`config.mk`:
```
export PLATFORM = sky130hd
export DESIGN_NAME = sonata_reg_master_flat
export DESIGN_NICKNAME = d
export VERILOG_FILES = /design/src/rtl/sonata_reg_master_if.sv /design/src/rtl/sonata_reg_master.sv /design/src/flat_wrapper.sv
export SDC_FILE = /design/constraint.sdc
export NUM_CORES = 1
export LEC_CHECK = 0
export CORE_UTILIZATION = 33
export CTS_BUF_LIST = sky130_fd_sc_hd__clkbuf_8
export DETAILED_ROUTE_END_ITERATION = 16
export GPL_TIMING_DRIVEN = 1
export SLEW_MARGIN = 15
export SYNTH_ARGS = -nofsm -noshare
export SYNTH_HDL_FRONTEND = slang
export SYNTH_SLANG_ARGS = --single-unit
```
`constraint.sdc`:
```
create_clock -name usb_clk -period 2.2 [get_ports usb_clk]
set_clock_uncertainty 0.1 [all_clocks]
set_input_delay 0.22 -clock usb_clk [delete_from_list [all_inputs] [get_ports usb_clk]]
set_output_delay 0.22 -clock usb_clk [all_outputs]
set_load 0.02 [all_outputs]
```
`src/rtl/sonata_reg_master_if.sv`:
```
// Stream and register-bus signal bundle for sonata_reg_master.
// The master modport is the initiator's view and the slave modport is the view of
// everything around it: host stream source, response sink and register responders.
interface sonata_reg_master_if #(
  parameter int pBYTECNT_SIZE = 7
) ();
  logic [7:0]               s_data;
  logic                     s_valid;
  logic                     s_ready;
  logic [7:0]               m_data;
  logic                     m_valid;
  logic                     m_ready;
  logic                     abort;
  logic                     busy;
  logic [7:0]               reg_address;
  logic [pBYTECNT_SIZE-1:0] reg_bytecnt;
  logic [7:0]               write_data;
  logic [7:0]               read_data;
  logic                     reg_read;
  logic                     reg_write;
  logic                     reg_addrvalid;

  modport master (
    input  s_data, s_valid, m_ready, abort, read_data,
    output s_ready, m_data, m_valid, busy,
           reg_address, reg_bytecnt, write_data,
           reg_read, reg_write, reg_addrvalid
  );

  modport slave (
    output s_data, s_valid, m_ready, abort, read_data,
    input  s_ready, m_data, m_valid, busy,
           reg_address, reg_bytecnt, write_data,
           reg_read, reg_write, reg_addrvalid
  );
endinterface

```
`src/rtl/sonata_reg_master.sv`:
```
// Register-bus initiator. It parses a framed host byte stream into register-bus
// read and write transactions, and it returns read bytes and an optional write
// acknowledge byte on the response stream.
// Frame layout: {rw, len_m1[6:0]}, then the address, then len_m1+1 data bytes for writes.
module sonata_reg_master #(
  parameter int         pBYTECNT_SIZE = 7,
  parameter int         pREAD_LATENCY = 1,
  parameter bit         pACK_EN       = 1'b1,
  parameter logic [7:0] pWRITE_ACK    = 8'hA5
) (
  input logic                 usb_clk,
  input logic                 reset_i,
  sonata_reg_master_if.master bus
);

  typedef enum logic [3:0] {
    S_IDLE, S_ADDR, S_WDATA, S_WSTB, S_RSTB, S_RWAIT, S_ROUT, S_ACK, S_DONE
  } state_t;

  state_t                   r_state, w_state_nxt;
  logic                     r_rw, w_rw_nxt;
  logic [6:0]               r_len_m1, w_len_m1_nxt;
  logic [6:0]               r_idx, w_idx_nxt;
  logic [1:0]               r_lat, w_lat_nxt;
  logic [7:0]               r_reg_address, w_reg_address_nxt;
  logic [pBYTECNT_SIZE-1:0] r_reg_bytecnt, w_reg_bytecnt_nxt;
  logic [7:0]               r_write_data, w_write_data_nxt;
  logic                     r_reg_read, w_reg_read_nxt;
  logic                     r_reg_write, w_reg_write_nxt;
  logic                     r_reg_addrvalid, w_reg_addrvalid_nxt;
  logic [7:0]               r_m_data, w_m_data_nxt;
  logic                     r_m_valid, w_m_valid_nxt;
  logic                     r_s_ready, w_s_ready_nxt;
  logic                     r_busy, w_busy_nxt;
  logic                     w_accept, w_last, w_abort;

  assign w_accept = bus.s_valid & r_s_ready;
  assign w_last   = (r_idx == r_len_m1);
  assign w_abort  = bus.abort & (r_state != S_IDLE);

  // Next-state and next-output logic. Every output is registered, so the values
  // computed here appear on the bus in the cycle after the decision is made.
  always_comb begin
    w_state_nxt         = r_state;
    w_rw_nxt            = r_rw;
    w_len_m1_nxt        = r_len_m1;
    w_idx_nxt           = r_idx;
    w_lat_nxt           = r_lat;
    w_reg_address_nxt   = r_reg_address;
    w_reg_bytecnt_nxt   = r_reg_bytecnt;
    w_write_data_nxt    = r_write_data;
    w_reg_read_nxt      = 1'b0;
    w_reg_write_nxt     = 1'b0;
    w_reg_addrvalid_nxt = r_reg_addrvalid;
    w_m_data_nxt        = r_m_data;
    w_m_valid_nxt       = r_m_valid;

    case (r_state)
      S_IDLE: if (w_accept) begin
        w_rw_nxt     = bus.s_data[7];
        w_len_m1_nxt = bus.s_data[6:0];
        w_state_nxt  = S_ADDR;
      end
      S_ADDR: if (w_accept) begin
        w_reg_address_nxt   = bus.s_data;
        w_reg_bytecnt_nxt   = '0;
        w_reg_addrvalid_nxt = 1'b1;
        w_idx_nxt           = '0;
        w_state_nxt         = r_rw ? S_RSTB : S_WDATA;
      end
      S_WDATA: if (w_accept) begin
        w_write_data_nxt  = bus.s_data;
        w_reg_bytecnt_nxt = r_idx[pBYTECNT_SIZE-1:0];
        w_reg_write_nxt   = 1'b1;
        w_state_nxt       = S_WSTB;
      end
      // The reg_write strobe is high during this state. The stream is stalled here,
      // so consecutive writes always have at least one idle strobe cycle between them.
      S_WSTB: begin
        if (w_last) begin
          if (pACK_EN) begin
            w_m_data_nxt  = pWRITE_ACK;
            w_m_valid_nxt = 1'b1;
            w_state_nxt   = S_ACK;
          end else begin
            w_state_nxt = S_DONE;
          end
        end else begin
          w_idx_nxt   = r_idx + 7'd1;
          w_state_nxt = S_WDATA;
        end
      end
      S_RSTB: begin
        w_reg_bytecnt_nxt = r_idx[pBYTECNT_SIZE-1:0];
        w_reg_read_nxt    = 1'b1;
        w_lat_nxt         = '0;
        w_state_nxt       = S_RWAIT;
      end
      // The first RWAIT cycle is the reg_read cycle (r_lat == 0). read_data is
      // captured once pREAD_LATENCY cycles have elapsed after that cycle.
      S_RWAIT: begin
        if (r_lat == 2'(pREAD_LATENCY)) begin
          w_m_data_nxt  = bus.read_data;
          w_m_valid_nxt = 1'b1;
          w_state_nxt   = S_ROUT;
        end else begin
          w_lat_nxt = r_lat + 2'd1;
        end
      end
      S_ROUT: if (bus.m_ready) begin
        w_m_valid_nxt = 1'b0;
        if (w_last) begin
          w_state_nxt = S_DONE;
        end else begin
          w_idx_nxt   = r_idx + 7'd1;
          w_state_nxt = S_RSTB;
        end
      end
      S_ACK: if (bus.m_ready) begin
        w_m_valid_nxt = 1'b0;
        w_state_nxt   = S_DONE;
      end
      S_DONE: begin
        w_reg_addrvalid_nxt = 1'b0;
        w_reg_bytecnt_nxt   = '0;
        w_state_nxt         = S_IDLE;
      end
      default: w_state_nxt = S_IDLE;
    endcase

    if (w_abort) begin
      w_state_nxt         = S_IDLE;
      w_reg_addrvalid_nxt = 1'b0;
      w_reg_read_nxt      = 1'b0;
      w_reg_write_nxt     = 1'b0;
      w_m_valid_nxt       = 1'b0;
    end

    w_s_ready_nxt = !w_abort && (w_state_nxt inside {S_IDLE, S_ADDR, S_WDATA});
    w_busy_nxt    = (w_state_nxt != S_IDLE);
  end

  // State and output registers, cleared asynchronously.
  always_ff @(posedge usb_clk or posedge reset_i) begin
    if (reset_i) begin
      r_state         <= S_IDLE;
      r_rw            <= 1'b0;
      r_len_m1        <= '0;
      r_idx           <= '0;
      r_lat           <= '0;
      r_reg_address   <= '0;
      r_reg_bytecnt   <= '0;
      r_write_data    <= '0;
      r_reg_read      <= 1'b0;
      r_reg_write     <= 1'b0;
      r_reg_addrvalid <= 1'b0;
      r_m_data        <= '0;
      r_m_valid       <= 1'b0;
      r_s_ready       <= 1'b0;
      r_busy          <= 1'b0;
    end else begin
      r_state         <= w_state_nxt;
      r_rw            <= w_rw_nxt;
      r_len_m1        <= w_len_m1_nxt;
      r_idx           <= w_idx_nxt;
      r_lat           <= w_lat_nxt;
      r_reg_address   <= w_reg_address_nxt;
      r_reg_bytecnt   <= w_reg_bytecnt_nxt;
      r_write_data    <= w_write_data_nxt;
      r_reg_read      <= w_reg_read_nxt;
      r_reg_write     <= w_reg_write_nxt;
      r_reg_addrvalid <= w_reg_addrvalid_nxt;
      r_m_data        <= w_m_data_nxt;
      r_m_valid       <= w_m_valid_nxt;
      r_s_ready       <= w_s_ready_nxt;
      r_busy          <= w_busy_nxt;
    end
  end

  assign bus.s_ready       = r_s_ready;
  assign bus.m_data        = r_m_data;
  assign bus.m_valid       = r_m_valid;
  assign bus.busy          = r_busy;
  assign bus.reg_address   = r_reg_address;
  assign bus.reg_bytecnt   = r_reg_bytecnt;
  assign bus.write_data    = r_write_data;
  assign bus.reg_read      = r_reg_read;
  assign bus.reg_write     = r_reg_write;
  assign bus.reg_addrvalid = r_reg_addrvalid;

endmodule

```
`src/flat_wrapper.sv`:
```
// flat-port wrapper written by rule: the top's interface ports become plain ports
module sonata_reg_master_flat 
#(
  parameter int         pBYTECNT_SIZE = 7,
  parameter int         pREAD_LATENCY = 1,
  parameter bit         pACK_EN       = 1'b1,
  parameter logic [7:0] pWRITE_ACK    = 8'hA5
)
  (usb_clk, reset_i, bus_s_data, bus_s_valid, bus_m_ready, bus_abort, bus_read_data, bus_s_ready, bus_m_data, bus_m_valid, bus_busy, bus_reg_address, bus_reg_bytecnt, bus_write_data, bus_reg_read, bus_reg_write, bus_reg_addrvalid);
  sonata_reg_master_if #(.pBYTECNT_SIZE(pBYTECNT_SIZE)) bus_i ();
  input logic usb_clk;
  input logic reset_i;
  input wire logic [$bits(bus_i.s_data)-1:0] bus_s_data;
  input wire logic [$bits(bus_i.s_valid)-1:0] bus_s_valid;
  input wire logic [$bits(bus_i.m_ready)-1:0] bus_m_ready;
  input wire logic [$bits(bus_i.abort)-1:0] bus_abort;
  input wire logic [$bits(bus_i.read_data)-1:0] bus_read_data;
  output wire logic [$bits(bus_i.s_ready)-1:0] bus_s_ready;
  output wire logic [$bits(bus_i.m_data)-1:0] bus_m_data;
  output wire logic [$bits(bus_i.m_valid)-1:0] bus_m_valid;
  output wire logic [$bits(bus_i.busy)-1:0] bus_busy;
  output wire logic [$bits(bus_i.reg_address)-1:0] bus_reg_address;
  output wire logic [$bits(bus_i.reg_bytecnt)-1:0] bus_reg_bytecnt;
  output wire logic [$bits(bus_i.write_data)-1:0] bus_write_data;
  output wire logic [$bits(bus_i.reg_read)-1:0] bus_reg_read;
  output wire logic [$bits(bus_i.reg_write)-1:0] bus_reg_write;
  output wire logic [$bits(bus_i.reg_addrvalid)-1:0] bus_reg_addrvalid;
  assign bus_i.s_data = bus_s_data;
  assign bus_i.s_valid = bus_s_valid;
  assign bus_i.m_ready = bus_m_ready;
  assign bus_i.abort = bus_abort;
  assign bus_i.read_data = bus_read_data;
  assign bus_s_ready = bus_i.s_ready;
  assign bus_m_data = bus_i.m_data;
  assign bus_m_valid = bus_i.m_valid;
  assign bus_busy = bus_i.busy;
  assign bus_reg_address = bus_i.reg_address;
  assign bus_reg_bytecnt = bus_i.reg_bytecnt;
  assign bus_write_data = bus_i.write_data;
  assign bus_reg_read = bus_i.reg_read;
  assign bus_reg_write = bus_i.reg_write;
  assign bus_reg_addrvalid = bus_i.reg_addrvalid;
  sonata_reg_master #(.pBYTECNT_SIZE(pBYTECNT_SIZE), .pREAD_LATENCY(pREAD_LATENCY), .pACK_EN(pACK_EN), .pWRITE_ACK(pWRITE_ACK)) u_core (.usb_clk(usb_clk), .reset_i(reset_i), .bus(bus_i));
endmodule
```
==> results.yml, run 1 <==
run:
  maxCapViolations: 0
setup_path:
  required_ns: 2.34
  crit_path_max_fanout: 5
  criticalPathCategory: "reg2reg"
  cp_cell_sequence: "xor2_1 -> nor3_1 -> and4_1 -> buf_4 -> nor2_1 -> o21ai_0"
  critPathTopFamily: "simple AND/OR/NAND/NOR gates"
  rrSetupSlack_ns: 0.15
  slowest_stage: "nor3_1"
  crit_path_start_kind: "register"
  timing.critical_path.buf_inv: 1
  arrival_ns: 2.20
  r2r_cells: 6
  cpPeakStageDelay_ns: 0.46
  path_depth: 6
  end_kind: "register"
logic_synthesis:
  yosys.area_share.simple: 0.199
  synth_top_family_by_area: "simple AND/OR/NAND/NOR gates"
  synth.distinct_cells: 46
  yosysSeqAreaShare: 0.539
  synth_area_per_cell_um2: 10.2
  yosysTopAreaCell: "dfrtp_1"
  synthTopCellsByArea: "dfrtp_1 54%, nand2_1 7.2%, mux2_2 6.7%"
  synth_xor_area_frac: 0.0260
  synth_edf_count: 0
  synth_top_area_frac: 0.539
  syn_nets: 286
  ys_ff_latch: 58
  ys_async_sr_fraction: 1.00
  syn_inst: 263
  ys.warnings.count: 0
  synth.area.mux_share: 0.0748
  syn-cell-area_mm2: 0.00269
  synth-compound-area-share: 0.122
  synth-adder-area-share: 0.00929
  synthFlopType: "dfrtp_1"
  synth_common_cells: "58 x dfrtp_1, 52 x nand2_1, 22 x nor2_1, 16 x mux2_2, 10 x o21ai_0"
  yosys.cell_count.top_type: "dfrtp_1"
min_path:
  hold_path.class: "in2async"
place:
  placed_area_mm2: 0.00345
  gp_routability_congestion: 0.837
  numPortBuffers: 57
  hpwlAfterDp_um: 4460
  dp_slack_ns: 0.112
timing:
  setup_tns_ns: 0
  fin_ws_ns: 0.146
  fmax_mhz: 487
  maxSlewHeadroom: 0.535
  min_period_ns: 2.05
  maxSlewViolCount: 0
  setup_viol_count_final: 0
  hold_violations: 0
  rsz0062_at_grt: "false"
  tightest_slew_ns: 0.692
  fin_crit_sh: 0.934
clock_tree:
  tritoncts.num_buffers: 9
  clock_latency_ns: 0.34
  ctsHoldBuffers: 0
  path_clk_slew_ns: 0.07
  clock-root-buffer: "clkbuf_8"
  tritoncts: "done"
  clk_path_buf_depth: 2
  post_cts.repair.setup_buffers: 0
  clock_sinks: 58
  htreeDepth: 3
  cts_resized: 0
floorplan:
  core.rowCount: 32
  initial_core_util: 0.345
  die_width_um: 92.4
  dieArea_mm2: 0.00853
  ios: 58
  die_h_um: 92.4
  core_area_mm2: 0.00781
pwr:
  leakage_nw: 1.62
  clockPowerShare: 0.188
  cell_internal_pwr_mw: 2.82
  seq_power_share: 0.370
  p_sw_frac: 0.377
  power_density_mw_per_mm2: 1250
  combPwrFrac: 0.442
  ir_drop_v: 0.000640
  switchingPower_mw: 1.71
global_route:
  grt_overflow: 0
  grt_pass1_wl_um: 10700
  grt_max_degree: 38
  grt_usage: 0.165
  grt_pass1_vias: 2193
  antenna_found_initial: 0
routing:
  ant_nets: 0
  drt_iter0_drc: 95
  wl_per_cell_um: 14.1
  drt_first_pass_iters: 4
  via_per_inst: 4.97
  drc: 0
  num_vias: 2180
  wl_um: 6200
outcome:
  outcome: "finished, final reports clean"
final_layout:
  fin_area_mm2: 0.00362
  syn2layout_area_growth_pct: 34.4
  final_util: 0.464
  drive_gt1_frac: 0.148
  nNetsFinal: 356
  num_antenna_cells: 0
==> cell usage in the layout, fill, tap and decap left out, drive strengths merged, types with 2 or more instances in the layout <==
master and n:
and2 3, and4 2, nor4 2, nor3 7, mux2 17, clkinv 3, a21boi 2, nand2b 3
o21a 2, nor2 22, a21oi 2, and3 4, ha 2, nand3 6, clkdlybuf4s50 57, clkbuf 11
dfrtp 58, o31ai 4, inv 7, a31oi 2, a22o 8, nor2b 4, a21o 2, xor2 8
nand4 5, buf 14, o21ai 14, nand2 52
==> layout make-up <==
type / instances / area [um^2]
multi-input combinational: 187 / 1160
clock buffer: 11 / 151
sequential: 58 / 1450
timing repair buffer: 71 / 688
tap: 102 / 128
fill: 754 / 4190
clock inverter: 4 / 18.8
inverter: 6 / 22.5
==> final timing paths <==
path | endpoint | start
max reg2reg | u_core.bus.m_data[5] | u_core.r_idx[5]
max in group asynchronous | u_core.r_idx[2] | reset_i
max | u_core.bus.m_data[5] | u_core.r_idx[5]
min in group usb_clk | u_core.bus.m_data[2] | bus_read_data[2]
min reg2reg | u_core.bus.reg_address[2] | u_core.bus.reg_address[2]
min | u_core.r_state[0] | reset_i
==> worst reg2reg max path, cell delays in order, from the launching register on <==
cell	delay (ns)
dfrtp_1	0.43
xor2_1	0.18
nor3_1	0.46
and4_1	0.41
buf_4	0.18
nor2_1	0.04
o21ai_0	0.17
==> per-stage QoR <==
stage                     cells  hold WS [ns]  power [mW]
after floorplan             263         0.191        2.91
final                       439         0.129        4.53
after global routing        439         0.192        4.85
after detailed placement    424         0.363        3.70
after CTS                   439         0.126        4.59
after global placement      424         0.357        3.66
==> cells by family (layout without fill, tap and decap cells) <==
group | after synthesis | count (layout)
buffers and inverters | 18 | 92
DFF | 58 | 58
xor gates and xnor gates | 8 | 8
AOI/OAI and AO/OA | 46 | 46
adders and majority gates | 2 | 2
and+or+nand+nor | 113 | 113
muxes | 18 | 18
==> registers in the layout, indices dropped and copies added (netlist names) <==
| signal | cells |
|---|---|
| u_core.bus.busy | 1 |
| u_core.r_state | 4 |
| u_core.r_lat | 2 |
| u_core.r_idx | 7 |
| u_core.r_rw | 1 |
| u_core.bus.reg_addrvalid | 1 |
| u_core.bus.m_data | 8 |
| u_core.r_len_m1 | 7 |
| u_core.bus.reg_read | 1 |
| u_core.bus.write_data | 8 |
| u_core.bus.m_valid | 1 |
| u_core.bus.reg_write | 1 |
| u_core.bus.reg_bytecnt | 7 |
| u_core.bus.s_ready | 1 |
| u_core.bus.reg_address | 8 |
==> power groups by stage <==
stage               registers, mW  clock network [mW]  logic, mW
global route                 1.73               0.928       2.19
finish                       1.68               0.852       2.00
floorplan                    1.89                   0       1.02
global placement             1.69                   0       1.97
CTS                          1.68               0.888       2.02
detailed placement           1.69                   0       2.01
==> routing by layer <==
metal	GRT usage	vias up	wire length, um
li1	-	1057	-
met1	0.223	1056	2930
met2	0.248	55	2860
met3	0.0353	12	278
met4	0.0859	0	136
met5	0	-	0
No activity file was read; power rests on OpenSTA's default activity.
==> inputs of run 2 (changes only) <==
--- a/config.mk
+++ b/config.mk
@@ -8,7 +8,7 @@
 export CORE_UTILIZATION = 33
 export CTS_BUF_LIST = sky130_fd_sc_hd__clkbuf_8
 export DETAILED_ROUTE_END_ITERATION = 16
-export GPL_TIMING_DRIVEN = 1
+export GPL_TIMING_DRIVEN = 0
 export SLEW_MARGIN = 15
 export SYNTH_ARGS = -nofsm -noshare
 export SYNTH_HDL_FRONTEND = slang
==> results.yml, run 2 (same netlist as run 1, synthesis figures left out) <==
floorplan:
  initial_core_util: 0.345
  ios: 58
  core_area_mm2: 0.00781
  die_h_um: 92.4
  dieArea_mm2: 0.00853
  die_width_um: 92.4
  core.rowCount: 32
setup_path:
  cpPeakStageDelay_ns: 0.55
  cp_cell_sequence: "buf_4 -> nor2_1 -> nand4_1 -> mux2_2"
  slowest_stage: "nand4_1"
  arrival_ns: 2.20
  criticalPathCategory: "reg2reg"
  crit_path_start_kind: "register"
  end_kind: "register"
  crit_path_max_fanout: 10
  required_ns: 2.32
final_layout:
  final_cells: 437
  num_antenna_cells: 0
  drive_gt1_frac: 0.140
  layout_common_cells: "58 x dfrtp_1, 56 x clkdlybuf4s50_1, 52 x nand2_1, 21 x nor2_1, 16 x mux2_2"
  nNetsFinal: 353
  syn2layout_area_growth_pct: 35.0
  final_util: 0.466
  layout_commonest_cell: "dfrtp_1"
place:
  place_inst: 421
  gp_routability_congestion: 0.810
  numPortBuffers: 56
  hpwlAfterDp_um: 4330
timing:
  fmax_mhz: 480
  fin_hold_ws_ns: 0.250
  setup_viol_count_final: 0
  fin_crit_sh: 0.947
  min_period_ns: 2.08
  setup_tns_ns: 0
  maxSlewHeadroom: 0.493
  tightest_slew_ns: 0.755
  maxSlewViolCount: 0
  hold_violations: 0
global_route:
  grt_max_degree: 59
  grt_pass1_vias: 2076
  grt_usage: 0.159
  grt_pass1_wl_um: 10400
  antenna_found_initial: 0
  grt_overflow: 0
clock_tree:
  tritoncts: "done"
  clock_latency_ns: 0.34
  path_clk_slew_ns: 0.07
  clock_sinks: 58
  clk_path_buf_depth: 2
  clock-root-buffer: "clkbuf_8"
  post_cts.repair.setup_buffers: 0
  htreeDepth: 3
  tritoncts.num_buffers: 9
run:
  maxCapViolations: 0
outcome:
  outcome: "finished, final reports clean"
routing:
  drt_first_pass_iters: 4
  ant_nets: 0
  drt_iter0_drc: 188
  num_vias: 2174
  via_per_inst: 4.97
  drc: 0
  wl_um: 6230
  wl_per_cell_um: 14.3
pwr:
  power_density_mw_per_mm2: 1330
  leakage_nw: 1.61
  ir_drop_v: 0.000687
min_path:
  hold_path.class: "in2async"
run 2: cell count changes in the layout (fill, tap and decap cells not counted), sizes merged:
cell           previous run  this run
clkdlybuf4s50            57        56
clkbuf                   11        13
clkinv                    3         2
clkinvlp                  0         1
buf                      14         8
bufinv                    0         3
run 2: worst max-delay path, delay by kind of cell (launching register included):
kind,cells,cell delay [ns]
buffers and inverters,1,0.20
flip-flops,1,0.44
multiplexers,1,0.49
AND/OR/NAND/NOR,2,0.74
run 2: repair_timing:
item | CTS | global route
endpoints found under the hold margin | 0 | 0
resized for setup | 0 | 2
hold buffers | 0 | 0
setup endpoints to repair | 0 | 9
run 2: path summary, 6_finish.rpt:
path	start	end	slack (ns)	depth (start not counted)
worst max-delay path	u_core.r_state[2]	u_core.bus.write_data[2]	0.12	4
worst min-delay path	reset_i	u_core.bus.write_data[1]	0.25	2
worst max register to register	u_core.r_state[2]	u_core.bus.write_data[2]	0.12	4
worst min register to register	u_core.bus.reg_address[0]	u_core.bus.reg_address[0]	0.38	2
max in group asynchronous	reset_i	u_core.r_idx[1]	1.27	2
min in group usb_clk	bus_read_data[2]	u_core.bus.m_data[2]	0.34	3
run 2: area by class of cell:
class / instances / area, um^2
Fill cell: 755 / 4170
Sequential cell: 58 / 1450
Multi-Input combinational cell: 187 / 1170
Timing Repair Buffer: 56 / 561
Tap cell: 102 / 128
Clock buffer: 9 / 124
Clock inverter: 7 / 116
Buffer: 12 / 60.1
Inverter: 6 / 25.0
run 2: power breakdown:
| part | internal (mW) | switching (mW) | leakage [nW] | total (mW) |
|---|---|---|---|---|
| clock | 0.752 | 0.439 | 0.120 | 1.19 |
| sequential | 1.42 | 0.225 | 0.726 | 1.64 |
| combinational | 0.917 | 1.10 | 0.766 | 2.02 |
run 2: metrics by stage:
stage	setup slack, ns	total power [mW]	instance area (um^2)
detailed placement	0.0623	3.67	3380
global route	-0.00750	5.16	3640
floorplan	0.448	2.91	2690
finish	0.116	4.85	3640
CTS	0.0442	4.88	3620
global placement	-0.636	3.63	3380
run 2: per-layer routing:
layer	vias up	share of wire	global-route usage
li1	1061	-	-
met1	1036	0.49	0.219
met2	68	0.44	0.236
met3	9	0.047	0.0328
met4	0	0.019	0.0781
met5	-	0	0
==> inputs of run 3 (changes only) <==
--- a/config.mk
+++ b/config.mk
@@ -6,7 +6,7 @@
 export NUM_CORES = 1
 export LEC_CHECK = 0
 export CORE_UTILIZATION = 33
-export CTS_BUF_LIST = sky130_fd_sc_hd__clkbuf_8
+export CTS_BUF_LIST = sky130_fd_sc_hd__clkbuf_8 sky130_fd_sc_hd__clkbuf_16
 export DETAILED_ROUTE_END_ITERATION = 16
 export GPL_TIMING_DRIVEN = 0
 export SLEW_MARGIN = 15
==> results of run 3 <==
The final DEF is identical to that of run 2; final timing and power are the same.
